## src/rtl/stg_ma_if.sv

```systemverilog
// Data-memory port of the memory-access stage: one req/ack transaction at a time.
`ifndef STG_MA_DEFS
`define STG_MA_DEFS
`define HBIT_ADDR   47
`define HBIT_DATA   23
`define HBIT_OPC    7
`define HBIT_TGT_GP 3
`define HBIT_TGT_SR 1
`define HBIT_TGT_AR 1
`define OPC_NOP     8'h00
`define OPC_ADD     8'h01
`define OPC_LDu     8'h30
`define OPC_LDs     8'h31
`define OPC_LDso    8'h32
`define OPC_STu     8'h38
`define OPC_STs     8'h39
`define OPC_STso    8'h3A
`endif

interface stg_ma_if;
  logic                ow_mem_req;
  logic                ow_mem_we;
  logic [`HBIT_ADDR:0] ow_mem_addr;
  logic [`HBIT_DATA:0] ow_mem_wdata;
  logic                iw_mem_ack;
  logic [`HBIT_DATA:0] iw_mem_rdata;

  modport master (
    output ow_mem_req, ow_mem_we, ow_mem_addr, ow_mem_wdata,
    input  iw_mem_ack, iw_mem_rdata
  );

  modport slave (
    input  ow_mem_req, ow_mem_we, ow_mem_addr, ow_mem_wdata,
    output iw_mem_ack, iw_mem_rdata
  );
endinterface

```

## src/rtl/stg_ma.sv

```systemverilog
// Memory-access stage: registers EX results, runs load/store transactions
// on the data-memory port with a wait-cycle timeout, stalls IF..EX meanwhile.
//
// state  | meaning
// S_IDLE | pass-through; a memory opcode launches a transaction
// S_WAIT | request outstanding, bubbles out, stall raised upstream
`ifndef STG_MA_DEFS
`define STG_MA_DEFS
`define HBIT_ADDR   47
`define HBIT_DATA   23
`define HBIT_OPC    7
`define HBIT_TGT_GP 3
`define HBIT_TGT_SR 1
`define HBIT_TGT_AR 1
`define OPC_NOP     8'h00
`define OPC_ADD     8'h01
`define OPC_LDu     8'h30
`define OPC_LDs     8'h31
`define OPC_LDso    8'h32
`define OPC_STu     8'h38
`define OPC_STs     8'h39
`define OPC_STso    8'h3A
`endif

module stg_ma #(
  parameter int TIMEOUT = 16,
  parameter int TW      = 5
) (
  input  logic                  iw_clk,
  input  logic                  iw_rst,
  input  logic [`HBIT_ADDR:0]   iw_pc,
  output logic [`HBIT_ADDR:0]   ow_pc,
  input  logic [`HBIT_DATA:0]   iw_instr,
  output logic [`HBIT_DATA:0]   ow_instr,
  input  logic [`HBIT_OPC:0]    iw_opc,
  output logic [`HBIT_OPC:0]    ow_opc,
  input  logic [`HBIT_TGT_GP:0] iw_tgt_gp,
  output logic [`HBIT_TGT_GP:0] ow_tgt_gp,
  input  logic                  iw_tgt_gp_we,
  output logic                  ow_tgt_gp_we,
  input  logic [`HBIT_TGT_SR:0] iw_tgt_sr,
  output logic [`HBIT_TGT_SR:0] ow_tgt_sr,
  input  logic                  iw_tgt_sr_we,
  output logic                  ow_tgt_sr_we,
  input  logic [`HBIT_TGT_AR:0] iw_tgt_ar,
  output logic [`HBIT_TGT_AR:0] ow_tgt_ar,
  input  logic                  iw_tgt_ar_we,
  output logic                  ow_tgt_ar_we,
  input  logic [`HBIT_ADDR:0]   iw_addr,
  input  logic [`HBIT_DATA:0]   iw_result,
  output logic [`HBIT_DATA:0]   ow_result,
  input  logic [`HBIT_ADDR:0]   iw_ar_result,
  output logic [`HBIT_ADDR:0]   ow_ar_result,
  input  logic [`HBIT_ADDR:0]   iw_sr_result,
  output logic [`HBIT_ADDR:0]   ow_sr_result,
  stg_ma_if.master              mem,
  output logic                  ow_stall_req,
  output logic                  ow_mem_fault,
  input  logic                  iw_flush,
  input  logic                  iw_stall
);

  typedef enum logic {S_IDLE = 1'b0, S_WAIT = 1'b1} state_t;

  typedef struct packed {
    logic [`HBIT_ADDR:0]   pc;
    logic [`HBIT_DATA:0]   instr;
    logic [`HBIT_OPC:0]    opc;
    logic [`HBIT_TGT_GP:0] tgt_gp;
    logic                  tgt_gp_we;
    logic [`HBIT_TGT_SR:0] tgt_sr;
    logic                  tgt_sr_we;
    logic [`HBIT_TGT_AR:0] tgt_ar;
    logic                  tgt_ar_we;
    logic [`HBIT_DATA:0]   result;
    logic [`HBIT_ADDR:0]   ar_result;
    logic [`HBIT_ADDR:0]   sr_result;
  } wb_t;

  function automatic logic is_load(input logic [`HBIT_OPC:0] opc);
    return (opc == `OPC_LDu) || (opc == `OPC_LDs) || (opc == `OPC_LDso);
  endfunction

  function automatic logic is_store(input logic [`HBIT_OPC:0] opc);
    return (opc == `OPC_STu) || (opc == `OPC_STs) || (opc == `OPC_STso);
  endfunction

  state_t              state_q, state_d;
  logic [TW-1:0]       cnt_q, cnt_d;
  logic                flush_seen_q, flush_seen_d;
  logic                fault_q, fault_d;
  wb_t                 wb_q, wb_d;
  wb_t                 hold_q, hold_d;
  wb_t                 wb_in;
  logic                mem_we_q, mem_we_d;
  logic [`HBIT_ADDR:0] mem_addr_q, mem_addr_d;
  logic [`HBIT_DATA:0] mem_wdata_q, mem_wdata_d;

  // Bundle the incoming EX fields so capture and pass-through share one path.
  always_comb begin
    wb_in           = '0;
    wb_in.pc        = iw_pc;
    wb_in.instr     = iw_instr;
    wb_in.opc       = iw_opc;
    wb_in.tgt_gp    = iw_tgt_gp;
    wb_in.tgt_gp_we = iw_tgt_gp_we;
    wb_in.tgt_sr    = iw_tgt_sr;
    wb_in.tgt_sr_we = iw_tgt_sr_we;
    wb_in.tgt_ar    = iw_tgt_ar;
    wb_in.tgt_ar_we = iw_tgt_ar_we;
    wb_in.result    = iw_result;
    wb_in.ar_result = iw_ar_result;
    wb_in.sr_result = iw_sr_result;
  end

  // Next-state, transaction and write-back field selection.
  always_comb begin
    state_d      = state_q;
    cnt_d        = cnt_q;
    flush_seen_d = flush_seen_q;
    fault_d      = 1'b0;
    wb_d         = wb_q;
    hold_d       = hold_q;
    mem_we_d     = mem_we_q;
    mem_addr_d   = mem_addr_q;
    mem_wdata_d  = mem_wdata_q;

    case (state_q)
      S_IDLE: begin
        if (!iw_stall) begin
          if (iw_flush) begin
            wb_d = '0;
          end else if (is_load(iw_opc) || is_store(iw_opc)) begin
            hold_d       = wb_in;
            wb_d         = '0;
            mem_addr_d   = iw_addr;
            mem_we_d     = is_store(iw_opc);
            mem_wdata_d  = is_store(iw_opc) ? iw_result : '0;
            cnt_d        = '0;
            flush_seen_d = 1'b0;
            state_d      = S_WAIT;
          end else begin
            wb_d = wb_in;
          end
        end
      end

      S_WAIT: begin
        if (iw_flush) flush_seen_d = 1'b1;
        if (mem.iw_mem_ack) begin
          wb_d = hold_q;
          if (!is_store(hold_q.opc)) wb_d.result = mem.iw_mem_rdata;
          // Stores never write a register; a flushed load still completes on
          // the bus but its data must not retire.
          if (is_store(hold_q.opc) || flush_seen_q || iw_flush) begin
            wb_d.tgt_gp_we = 1'b0;
            wb_d.tgt_sr_we = 1'b0;
            wb_d.tgt_ar_we = 1'b0;
          end
          flush_seen_d = 1'b0;
          state_d      = S_IDLE;
        end else if (cnt_q == TW'(TIMEOUT - 1)) begin
          wb_d         = '0;
          fault_d      = 1'b1;
          flush_seen_d = 1'b0;
          state_d      = S_IDLE;
        end else begin
          cnt_d = cnt_q + TW'(1);
        end
      end

      default: state_d = S_IDLE;
    endcase
  end

  // State and datapath registers with synchronous reset.
  always_ff @(posedge iw_clk) begin
    if (iw_rst) begin
      state_q      <= S_IDLE;
      cnt_q        <= '0;
      flush_seen_q <= 1'b0;
      fault_q      <= 1'b0;
      wb_q         <= '0;
      hold_q       <= '0;
      mem_we_q     <= 1'b0;
      mem_addr_q   <= '0;
      mem_wdata_q  <= '0;
    end else begin
      state_q      <= state_d;
      cnt_q        <= cnt_d;
      flush_seen_q <= flush_seen_d;
      fault_q      <= fault_d;
      wb_q         <= wb_d;
      hold_q       <= hold_d;
      mem_we_q     <= mem_we_d;
      mem_addr_q   <= mem_addr_d;
      mem_wdata_q  <= mem_wdata_d;
    end
  end

  // Request and stall are exactly "transaction outstanding".
  assign mem.ow_mem_req   = (state_q == S_WAIT);
  assign mem.ow_mem_we    = mem_we_q;
  assign mem.ow_mem_addr  = mem_addr_q;
  assign mem.ow_mem_wdata = mem_wdata_q;
  assign ow_stall_req     = (state_q == S_WAIT);
  assign ow_mem_fault     = fault_q;

  assign ow_pc        = wb_q.pc;
  assign ow_instr     = wb_q.instr;
  assign ow_opc       = wb_q.opc;
  assign ow_tgt_gp    = wb_q.tgt_gp;
  assign ow_tgt_gp_we = wb_q.tgt_gp_we;
  assign ow_tgt_sr    = wb_q.tgt_sr;
  assign ow_tgt_sr_we = wb_q.tgt_sr_we;
  assign ow_tgt_ar    = wb_q.tgt_ar;
  assign ow_tgt_ar_we = wb_q.tgt_ar_we;
  assign ow_result    = wb_q.result;
  assign ow_ar_result = wb_q.ar_result;
  assign ow_sr_result = wb_q.sr_result;

endmodule

```

## src/flat_wrapper.sv

```systemverilog
// flat-port wrapper written by rule: the top's interface ports become plain ports
module stg_ma_flat 
#(
  parameter int TIMEOUT = 16,
  parameter int TW      = 5
)
  (iw_clk, iw_rst, iw_pc, ow_pc, iw_instr, ow_instr, iw_opc, ow_opc, iw_tgt_gp, ow_tgt_gp, iw_tgt_gp_we, ow_tgt_gp_we, iw_tgt_sr, ow_tgt_sr, iw_tgt_sr_we, ow_tgt_sr_we, iw_tgt_ar, ow_tgt_ar, iw_tgt_ar_we, ow_tgt_ar_we, iw_addr, iw_result, ow_result, iw_ar_result, ow_ar_result, iw_sr_result, ow_sr_result, ow_stall_req, ow_mem_fault, iw_flush, iw_stall, mem_ow_mem_req, mem_ow_mem_we, mem_ow_mem_addr, mem_ow_mem_wdata, mem_iw_mem_ack, mem_iw_mem_rdata);
  stg_ma_if mem_i ();
  input  logic iw_clk;
  input  logic iw_rst;
  input  logic [`HBIT_ADDR:0] iw_pc;
  output logic [`HBIT_ADDR:0] ow_pc;
  input  logic [`HBIT_DATA:0] iw_instr;
  output logic [`HBIT_DATA:0] ow_instr;
  input  logic [`HBIT_OPC:0] iw_opc;
  output logic [`HBIT_OPC:0] ow_opc;
  input  logic [`HBIT_TGT_GP:0] iw_tgt_gp;
  output logic [`HBIT_TGT_GP:0] ow_tgt_gp;
  input  logic iw_tgt_gp_we;
  output logic ow_tgt_gp_we;
  input  logic [`HBIT_TGT_SR:0] iw_tgt_sr;
  output logic [`HBIT_TGT_SR:0] ow_tgt_sr;
  input  logic iw_tgt_sr_we;
  output logic ow_tgt_sr_we;
  input  logic [`HBIT_TGT_AR:0] iw_tgt_ar;
  output logic [`HBIT_TGT_AR:0] ow_tgt_ar;
  input  logic iw_tgt_ar_we;
  output logic ow_tgt_ar_we;
  input  logic [`HBIT_ADDR:0] iw_addr;
  input  logic [`HBIT_DATA:0] iw_result;
  output logic [`HBIT_DATA:0] ow_result;
  input  logic [`HBIT_ADDR:0] iw_ar_result;
  output logic [`HBIT_ADDR:0] ow_ar_result;
  input  logic [`HBIT_ADDR:0] iw_sr_result;
  output logic [`HBIT_ADDR:0] ow_sr_result;
  output logic ow_stall_req;
  output logic ow_mem_fault;
  input  logic iw_flush;
  input  logic iw_stall;
  output wire logic [$bits(mem_i.ow_mem_req)-1:0] mem_ow_mem_req;
  output wire logic [$bits(mem_i.ow_mem_we)-1:0] mem_ow_mem_we;
  output wire logic [$bits(mem_i.ow_mem_addr)-1:0] mem_ow_mem_addr;
  output wire logic [$bits(mem_i.ow_mem_wdata)-1:0] mem_ow_mem_wdata;
  input wire logic [$bits(mem_i.iw_mem_ack)-1:0] mem_iw_mem_ack;
  input wire logic [$bits(mem_i.iw_mem_rdata)-1:0] mem_iw_mem_rdata;
  assign mem_ow_mem_req = mem_i.ow_mem_req;
  assign mem_ow_mem_we = mem_i.ow_mem_we;
  assign mem_ow_mem_addr = mem_i.ow_mem_addr;
  assign mem_ow_mem_wdata = mem_i.ow_mem_wdata;
  assign mem_i.iw_mem_ack = mem_iw_mem_ack;
  assign mem_i.iw_mem_rdata = mem_iw_mem_rdata;
  stg_ma #(.TIMEOUT(TIMEOUT), .TW(TW)) u_core (.iw_clk(iw_clk), .iw_rst(iw_rst), .iw_pc(iw_pc), .ow_pc(ow_pc), .iw_instr(iw_instr), .ow_instr(ow_instr), .iw_opc(iw_opc), .ow_opc(ow_opc), .iw_tgt_gp(iw_tgt_gp), .ow_tgt_gp(ow_tgt_gp), .iw_tgt_gp_we(iw_tgt_gp_we), .ow_tgt_gp_we(ow_tgt_gp_we), .iw_tgt_sr(iw_tgt_sr), .ow_tgt_sr(ow_tgt_sr), .iw_tgt_sr_we(iw_tgt_sr_we), .ow_tgt_sr_we(ow_tgt_sr_we), .iw_tgt_ar(iw_tgt_ar), .ow_tgt_ar(ow_tgt_ar), .iw_tgt_ar_we(iw_tgt_ar_we), .ow_tgt_ar_we(ow_tgt_ar_we), .iw_addr(iw_addr), .iw_result(iw_result), .ow_result(ow_result), .iw_ar_result(iw_ar_result), .ow_ar_result(ow_ar_result), .iw_sr_result(iw_sr_result), .ow_sr_result(ow_sr_result), .mem(mem_i), .ow_stall_req(ow_stall_req), .ow_mem_fault(ow_mem_fault), .iw_flush(iw_flush), .iw_stall(iw_stall));
endmodule
```

## config.mk

```make
export PLATFORM = sky130hd
export DESIGN_NAME = stg_ma_flat
export DESIGN_NICKNAME = d
export VERILOG_FILES = /design/src/rtl/stg_ma_if.sv /design/src/rtl/stg_ma.sv /design/src/flat_wrapper.sv
export SDC_FILE = /design/constraint.sdc
export NUM_CORES = 1
export LEC_CHECK = 0
export ABC_CLOCK_PERIOD_IN_PS = 2780
export CAP_MARGIN = 40
export CORE_AREA = 3 3 231 233
export DETAILED_ROUTE_END_ITERATION = 7
export DIE_AREA = 0 0 234 236
export PLACE_DENSITY = 0.77
export SLEW_MARGIN = 30
export SYNTH_ARGS = -nofsm -noshare
export SYNTH_HDL_FRONTEND = slang
export SYNTH_SLANG_ARGS = --single-unit
export TNS_END_PERCENT = 30
```

## constraint.sdc

```tcl
create_clock -name iw_clk -period 2.78 [get_ports iw_clk]
set_input_delay 0.556 -clock iw_clk [delete_from_list [all_inputs] [get_ports iw_clk]]
set_output_delay 0.556 -clock iw_clk [all_outputs]
set_load 0.03 [all_outputs]
```

==> metrics <==
actual slew at the worst max-slew pin=0.8254 ns; hold path depth=2; fin worst setup slack=0.2277 ns; sequential power share=0.441; Setup CP Type=flop to output pin; Lkg Pwr=10.19 nW; DR pass1 iterations=6; fmax=391.8 MHz; clock latency at the later pin of the worst-skew pair=0.58 ns; crit path launch=u_core.mem.ow_mem_req; H-Tree Depth=2; total track usage=0.2422; clock share of power=0.422; Max Fanout on Critical Path=10; WL final=70.11 mm; RSZ-0062 raised after global routing=no; clk sinks=503; layout cells sized above 1=0.1719; Hold Vio Cnt, Final=0; row cnt=83; Critical Path AT=2.00 ns; Post-synth top flop=dfxtp_1; R2R depth=8; full die area=0.05522 mm^2; most common cell after layout, fill and taps aside=clkdlybuf4s50_1; nets@finish=3,047; DRT antenna net count=0; crit end category=output pin; final setup fails=0; Slew HR=0.4497; detailed-route via count=19,120; final clock skew=0.01747 ns; cts hold-fix bufs=0; Sw Ratio=0.2523; commonest cells after routing, fill and taps aside=572 x clkdlybuf4s50_1, 535 x nand2_1, 503 x dfxtp_1; Reg clk slew, reported paths=0.06 ns; post_cts resized=0; Mapped Cells=2,242; Psw=4.310 mW; die height=236 um; Initial Util=0.3995; Hold Crit Class=primary input to flop; register area share after synthesis=0.4903; peak supply drop=485.5 uV; PwrDens=586.9 mW/mm^2; worst r2r src=u_core.cnt_q[0]; largest net degree at the start of global routing=152; Wirelength per Cell=20.11 um; CTS Root Cell=clkbuf_16; CP endpoint=mem_ow_mem_req; combinational share of power=0.137; max_cap viols=0; Final Critical Period=2.552 ns; Post CTS Setup Buffer Count=0; Post-synth EDFFs=0; TritonCTS clock tree=yes; initial antenna violation count=10; port bufs=574; first-pass GRT wire length=107.3 mm; Synth Warn #=0; Netlist cell types=41; syn nets=2,532; vias in the first global route=19,380; final setup TNS=0 ns; Overflow after GRT=0; Cell Area, Synth=0.02054 mm^2; Via density=5.486; Syn Area/Cell=9.160 um^2; Area Overhead vs Synth=41.78%; cell total after placement=3,381; IO Pins=575; final instance area=0.02912 mm^2; period utilization=0.9181; Die Wd=234 um; asr flop ratio synth=0; core area=0.05141 mm^2; CTS Buffer Depth=3; Post-DP Area=0.02732 mm^2; final RePlAce weighted congestion=0.8971; cts bufs inserted=54; DP HPWL=48.32 mm; Starting DRT DRC Count=1,160; reg-to-reg slack, setup=0.34 ns; #FFs+latches synth=503; # DRC=0; cell internal pwr=12.78 mW; final cell count without fillers=3,486; dpl ws=0.1033 ns; CP startpoint kind=flop; Reg2Reg Capture Point=u_core.ow_pc[34]; required time of the critical path=2.22 ns; fin util=0.5664; Final Max Slew Viols=0; outcome=completed
-- state kept, by name (all words and copies together) (netlist names), 2 cells and up --
signal,flops
u_core.ow_tgt_gp,4
u_core.ow_pc,48
u_core.ow_tgt_sr,2
u_core.hold_q,211
u_core.ow_tgt_ar,2
u_core.cnt_q,5
u_core.ow_result,24
u_core.mem.ow_mem_addr,48
u_core.ow_instr,24
u_core.mem.ow_mem_wdata,24
u_core.ow_opc,8
u_core.ow_sr_result,48
u_core.ow_ar_result,48
-- cell usage after synthesis, types with 4 or more instances --
cell type	instances	area [um^2]
nand2_1	535	2008
dfxtp_1	503	10070
a21oi_1	285	1426
nor2_1	195	732.0
nor3_2	160	1602
a221oi_2	127	1907
clkbuf_1	103	386.6
buf_2	63	315.3
a221oi_1	54	473.0
nand3_1	28	140.1
nor3_1	28	140.1
a22oi_1	24	180.2
buf_6	24	270.3
mux2i_1	24	240.2
buf_4	18	135.1
o21ai_0	13	65.06
o21ai_1	11	55.05
and2_1	4	25.02
buf_1	4	15.01
nor3b_1	4	30.03
-- power groups by stage --
| stage | Sequential [mW] | Clock [mW] | Combinational (mW) |
|---|---|---|---|
| 2_1_floorplan | 8.05 | 0 | 0.810 |
| 3_3_place_gp | 7.68 | 0 | 2.29 |
| 3_5_place_dp | 7.69 | 0 | 2.33 |
| 4_1_cts | 7.54 | 7.35 | 2.34 |
| 5_1_grt | 7.55 | 7.64 | 2.47 |
| 6_report | 7.54 | 7.21 | 2.34 |
-- area by class of cell --
cell class	instances	area, um^2
fillers	4323	22290
flip-flops and latches	503	10070
multi-input cells	1524	9373
repair buffers	672	7019
clock buffers	78	1543
well taps	680	850.8
clock inverters	19	234.0
diodes	8	20.02
inverters	2	7.507
-- logic make-up (layout without fill, tap and decap cells) --
family                   count (synthesis)  count (layout)  share of synthesized area
other                                    0               8                          0
multiplexers                            24              24                    0.01170
buffers and inverters                  215             771                    0.05599
AO/OA/AOI/OAI                          529             529                     0.2067
XOR/XNOR                                 2               2                  0.0008531
flip-flops                             503             503                     0.4903
adder cells (fa/ha/maj)                  2               2                   0.001218
AND/OR/NAND/NOR                        967             967                     0.2332
-- worst min path at each step --
stage	slack (ns)	from	end
after floorplan	0.44	u_core.hold_q[100]	u_core.hold_q[100]
after global placement	0.44	u_core.mem.ow_mem_wdata[16]	u_core.mem.ow_mem_wdata[16]
after detailed placement	0.45	u_core.mem.ow_mem_wdata[21]	u_core.mem.ow_mem_wdata[21]
after CTS	0.34	iw_rst	u_core.hold_q[21]
after global routing	0.37	iw_rst	u_core.hold_q[21]
final	0.37	iw_rst	u_core.hold_q[21]
-- metal layers --
layer,GRT usage,up-vias,routed length [um],share of wire
met1,0.2748,9275,26320,0.38
met4,0.1098,4,3086,0.044
li1,-,8866,-,-
met3,0.06039,172,5422,0.077
met2,0.4255,807,35250,0.50
met5,0,-,27,0.00039
-- metrics by stage --
step | hold slack, ns | power, mW
global route | 0.3719 | 17.66
finish | 0.3690 | 17.09
CTS | 0.3367 | 17.23
global placement | 0.4401 | 9.977
floorplan | 0.4357 | 8.861
detailed placement | 0.4474 | 10.02
-- worst max-delay path, stage by stage, from the launching register on --
cell and delay [ns]:
dfxtp_1 0.47, buf_4 0.25, clkdlybuf4s50_1 0.69
Power figures use the tool's default switching activity.
